[config.mk]
export PLATFORM = sky130hd
export DESIGN_NAME = timer_dev
export DESIGN_NICKNAME = d
export VERILOG_FILES = /design/src/rtl/timer_pkg.sv /design/src/rtl/timer_dev.sv
export SDC_FILE = /design/constraint.sdc
export NUM_CORES = 1
export LEC_CHECK = 0
export CAP_MARGIN = 20
export CORE_ASPECT_RATIO = 1.5
export CORE_MARGIN = 1.5
export CORE_UTILIZATION = 50
export CTS_CLUSTER_SIZE = 10
export DETAILED_ROUTE_END_ITERATION = 6
export MAX_ROUTING_LAYER = met4
export PLACE_DENSITY = 0.78
export SETUP_SLACK_MARGIN = 0.4
export SYNTH_ARGS = -nofsm -noshare
export SYNTH_HDL_FRONTEND = slang
export SYNTH_SLANG_ARGS = --single-unit
[constraint.sdc]
create_clock -name clk -period 2.8 [get_ports clk]
set_input_delay 0.28 -clock clk [delete_from_list [all_inputs] [get_ports clk]]
set_output_delay 0.28 -clock clk [all_outputs]
set_load 0.02 [all_outputs]
[src/rtl/timer_pkg.sv]
// rtl/timer_pkg.sv - register offsets, CTRL fields, modes and FSM states for timer_dev
package timer_pkg;

    localparam logic [1:0] OFF_CTRL   = 2'b00;
    localparam logic [1:0] OFF_PRESET = 2'b01;
    localparam logic [1:0] OFF_COUNT  = 2'b10;

    localparam int CTRL_EN       = 0;
    localparam int CTRL_MODE_LSB = 1;
    localparam int CTRL_MODE_MSB = 2;
    localparam int CTRL_IM       = 3;

    localparam logic [1:0] MODE_ONESHOT = 2'b00;
    localparam logic [1:0] MODE_RELOAD  = 2'b01;

    typedef enum logic [1:0] {
        IDLE = 2'b00,
        LOAD = 2'b01,
        CNT  = 2'b10,
        INT  = 2'b11
    } timerState_t;

endpackage

[src/rtl/timer_dev.sv]
// rtl/timer_dev.sv - memory-mapped 32-bit down-counting timer with one-shot/auto-reload modes
module timer_dev
    import timer_pkg::*;
#(
    parameter int CNT_W  = 32,
    parameter int CTRL_W = 4
) (
    input  logic             clk,
    input  logic             reset,
    input  logic [31:0]      Addr,
    input  logic             WE,
    input  logic [CNT_W-1:0] Din,
    output logic [CNT_W-1:0] Dout,
    output logic             IRQ
);

    logic [CTRL_W-1:0] ctrl;
    logic [CNT_W-1:0]  preset;
    logic [CNT_W-1:0]  count;
    logic              irqFlag;
    timerState_t       state, nextState;

    logic       enable;
    logic [1:0] mode;
    logic       ctrlWr, presetWr;
    logic       loadCount, decCount, setIrq, clrIrq, endOneShot;
    logic       unusedAddr;

    assign enable     = ctrl[CTRL_EN];
    assign mode       = ctrl[CTRL_MODE_MSB:CTRL_MODE_LSB];
    assign ctrlWr     = WE && (Addr[3:2] == OFF_CTRL);
    assign presetWr   = WE && (Addr[3:2] == OFF_PRESET);
    assign unusedAddr = ^{Addr[31:4], Addr[1:0]};

    always_ff @(posedge clk or negedge reset) begin
        if (!reset) begin
            state <= IDLE;
        end else begin
            state <= nextState;
        end
    end

    // The FSM always acts on the pre-edge CTRL value; a same-edge software write is seen next edge.
    always_comb begin
        nextState  = state;
        loadCount  = 1'b0;
        decCount   = 1'b0;
        setIrq     = 1'b0;
        clrIrq     = 1'b0;
        endOneShot = 1'b0;
        if (!enable) begin
            nextState = IDLE;
        end else begin
            case (state)
                IDLE: nextState = LOAD;
                LOAD: begin
                    loadCount = 1'b1;
                    nextState = CNT;
                end
                CNT: begin
                    if (count == '0) begin
                        setIrq    = 1'b1;
                        nextState = INT;
                    end else begin
                        decCount = 1'b1;
                    end
                end
                INT: begin
                    if (mode == MODE_RELOAD) begin
                        clrIrq    = 1'b1;
                        nextState = LOAD;
                    end else begin
                        endOneShot = 1'b1;
                        nextState  = IDLE;
                    end
                end
                default: nextState = IDLE;
            endcase
        end
    end

    // Software writes take priority over hardware updates of CTRL and irqFlag.
    always_ff @(posedge clk or negedge reset) begin
        if (!reset) begin
            ctrl    <= '0;
            preset  <= '0;
            count   <= '0;
            irqFlag <= 1'b0;
        end else begin
            if (ctrlWr) begin
                ctrl <= Din[CTRL_W-1:0];
            end else if (endOneShot) begin
                ctrl[CTRL_EN] <= 1'b0;
            end

            if (presetWr) begin
                preset <= Din;
            end

            if (loadCount) begin
                count <= preset;
            end else if (decCount) begin
                count <= count - 1'b1;
            end

            if (ctrlWr || clrIrq) begin
                irqFlag <= 1'b0;
            end else if (setIrq) begin
                irqFlag <= 1'b1;
            end
        end
    end

    always_comb begin
        Dout = '0;
        case (Addr[3:2])
            OFF_CTRL:   Dout = {{(CNT_W-CTRL_W){1'b0}}, ctrl};
            OFF_PRESET: Dout = preset;
            OFF_COUNT:  Dout = count;
            default:    Dout = '0;
        endcase
    end

    assign IRQ = irqFlag & ctrl[CTRL_IM];

endmodule
==> metrics.md <==
| Metric | Value |
|---|---|
| Area contributors post-synth | `dfrtp_1 (45%), mux2_2 (9.7%), a22o_1 (6.7%), nand2_1 (3.2%), o21ai_0 (2.9%)` |
| Crit path top cell by count | `clkdlybuf4s50_1` |
| Switching share of power | `36.2%` |
| Tot Pwr | `4530 uW` |
| Crit path launch type | `input pin` |
| Worst slew margin | `52.6%` |
| Post-synth top area share | `45.1%` |
| Net Switching | `1640 uW` |
| Die area | `0.00843 sq mm` |
| First-pass DRT Iterations | `6` |
| Initial antenna violation count | `0` |
| EDFF count, synth | `0` |
| Clock tree from TritonCTS | `built` |
| Worst-path clk slew | `0.06 ns` |
| DR vias/cell | `6.00` |
| Core area | `0.00761 sq mm` |
| Flop pwr share | `38.1%` |
| CP max stage delay | `0.60 ns` |
| Worst vdd ir | `0.616 mV` |
| Delay-heaviest family, CP | `buffers and inverters` |
| Post-Synthesis Cells | `392` |
| Wire per inst | `17.5 um` |
| Avg Cell Area, Syn | `10.0 sq um` |
| Critical path class | `input pin to output port` |
| Placed Instance Area | `0.00484 sq mm` |
| Yosys top cell by area | `dfrtp_1` |
| Yosys cell types | `50` |
| Leak | `0.00248 uW` |
| CTS sink cnt | `71` |
| Boundary Pins | `100` |
| Worst Path Required | `2.52 ns` |
| Most frequent cells in the layout | `dfrtp_1 (71), clkdlybuf4s50_1 (48), nand2_1 (34), mux2_2 (34)` |
| Clk network pwr share | `26.0%` |
| Logic pwr share | `35.9%` |
| CP max FO | `28` |
| Netlist Area Pre-Place | `0.00394 sq mm` |
| Tmin final | `2.34 ns` |
| Core Rows | `39` |
| # setup viols final | `0` |
| Largest net degree at the start of global routing | `49` |
| Worst Tran Pin Value | `0.710 ns` |
| CP bufs+invs | `3` |
| Async SR Flop Fraction | `100%` |
| Fraction of layout cells with a size suffix above 1 | `19.9%` |
| Outcome | `complete, no violations` |
| Total GRT Usage | `27.4%` |
| # diodes | `0` |
| Post-layout nets | `549` |
| Max_cap viols | `0` |
| Global-route wire length before repair | `17200 um` |
| Worst-skew pair later-pin latency | `0.34 ns` |
| Cell at the slowest stage of the critical path | `clkdlybuf4s50_1` |
| Ys Warns | `0` |
| F_max | `427 MHz` |
| Final worst path period share | `83.6%` |
| Clk buf depth | `2` |
| Die span in x | `75.5 um` |
| Int Power | `2890 uW` |
| Root Buffer | `clkbuf_16` |
| Crit end category | `output port` |
| RSZ-0062 raised after global routing | `false` |
| Mapped Nets | `464` |
| Post-DP HPWL | `7070 um` |
| Vias | `3505` |
| Flops & latches, synth | `71` |
| Cell breakdown of the critical path | `clkdlybuf4s50_1 -> nor2b_2 -> buf_12 -> a22o_1 -> clkdlybuf4s50_1` |
| Die height | `112 um` |
| Vias in the first global route | `3648` |
| Inserted Clock Buffers | `9` |
| RePlAce Congestion | `0.939` |
| HP Class | `input pin to asynchronous set/reset pin` |
| Final Hold Fails | `0` |
| Sequential fraction of the synthesis area | `45.1%` |
| Max-slew violations | `0` |
| Final setup TNS | `0 ns` |
| Post-Route WL | `10200 um` |
| Detail Route Antenna Nets | `0` |
| DRC Markers | `0` |
| Gr ovfl total | `0` |
| Fin area | `0.00530 sq mm` |
| Area Growth Syn to Fin | `34.4%` |
| # port buffers | `69` |
| Initial Util | `51.7%` |
| Leading cell type in the layout, fill and taps excluded | `dfrtp_1` |
| Arr. time, crit path | `2.06 ns` |
| Final-layout fill cell count | `604` |
| H-tree lvl count | `3` |
| Final Skew | `0.00607 ns` |
| Power per Cell Area | `856 mW/mm^2` |
| Ys flop type | `dfrtp_1` |
| DR iter-0 viols | `259` |
## timing repair
item	4_1_cts	5_1_grt
hold buffers	0	1
gates resized for setup	5	21
pin swaps	1	2
endpoints found under the setup margin	21	59
endpoints found under the hold margin	0	6
buffers inserted	2	5
## worst register-to-register path, cell delays in order (launching register included)
cell      delay, ns
dfrtp_1        0.46
or3_4          0.44
nand4b_4       0.24
nor3_4         0.26
buf_4          0.18
a21o_1         0.12
buf_4          0.21
a21oi_1        0.10
o21ai_1        0.19
## through the flow
stage               util, %  std cells  setup slack [ns]  hold slack, ns
floorplan                 -        392             0.527         -0.0156
global placement       63.6        559             0.282           0.499
detailed placement     63.6        559             0.229           0.510
CTS                    67.9        577             0.390           0.174
global route           69.6        584             0.399           0.354
finish                 69.6        584             0.459           0.317
## sequential cells by signal, summed over array words and instances, names as in the netlist
register	cells
state	2
ctrl	4
irqFlag	1
count	32
preset	32
## cells by family (layout without fill, tap and decap cells)
| logic type | Yosys count | after routing | synth area share (%) |
|---|---|---|---|
| AOI/OAI and AO/OA | 118 | 118 | 21.3 |
| xor gates and xnor gates | 2 | 2 | 0.445 |
| adders and majority gates | 5 | 5 | 1.59 |
| buffers and inverters | 40 | 130 | 4.29 |
| DFF | 71 | 71 | 45.1 |
| muxes | 40 | 40 | 11.2 |
| and+or+nand+nor | 116 | 116 | 16.0 |
## per-layer routing
layer	vias up	GRT usage [%]	part of all wire (%)	wire length (um)
met3	16	4.80	3.8	387
met2	119	45.6	55	5590
met5	-	-	0	0
met1	1726	32.7	40	4080
li1	1644	-	-	-
met4	0	9.64	1.8	184
## synth_stat cells, drive strengths merged (4+ instances only)
cell type,number
buf,13
nor2,17
o21ai,35
inv,11
or3,5
clkbuf,16
mux2i,6
nand3,5
nor3,21
o311ai,5
a21o,7
mux2,34
a21oi,11
a22oi,4
a22o,30
a221o,7
dfrtp,71
nor4,12
nand2,34
ha,5
## layout make-up
class / instances / area [sq um] / area share [%]
timing repair buffer: 103 / 1020 / 19.3
clock buffer: 13 / 270 / 5.10
inverter: 11 / 41.3 / 0.780
clock inverter: 3 / 40.0 / 0.756
multi-input combinational: 281 / 2020 / 38.1
tap: 102 / 128 / 2.41
sequential: 71 / 1780 / 33.6
## worst paths after layout
path,from,cells after the start,slack (ns),endpoint
max,Addr[3],5,0.46,Dout[25]
max reg2reg,count[14],8,0.52,count[6]
max in group asynchronous,reset,4,1.70,preset[17]
min reg2reg,preset[29],2,0.52,count[29]
min in group clk,preset[29],2,0.52,count[29]
min,reset,2,0.32,ctrl[1]
## power groups by stage
stage | sequential (uW) | clock (uW) | combinational, uW
floorplan | 1590 | 0 | 1110
global placement | 1710 | 0 | 1540
detailed placement | 1730 | 0 | 1590
CTS | 1710 | 1190 | 1600
global route | 1780 | 1230 | 1790
finish | 1730 | 1180 | 1630
Power figures use the tool's default switching activity.
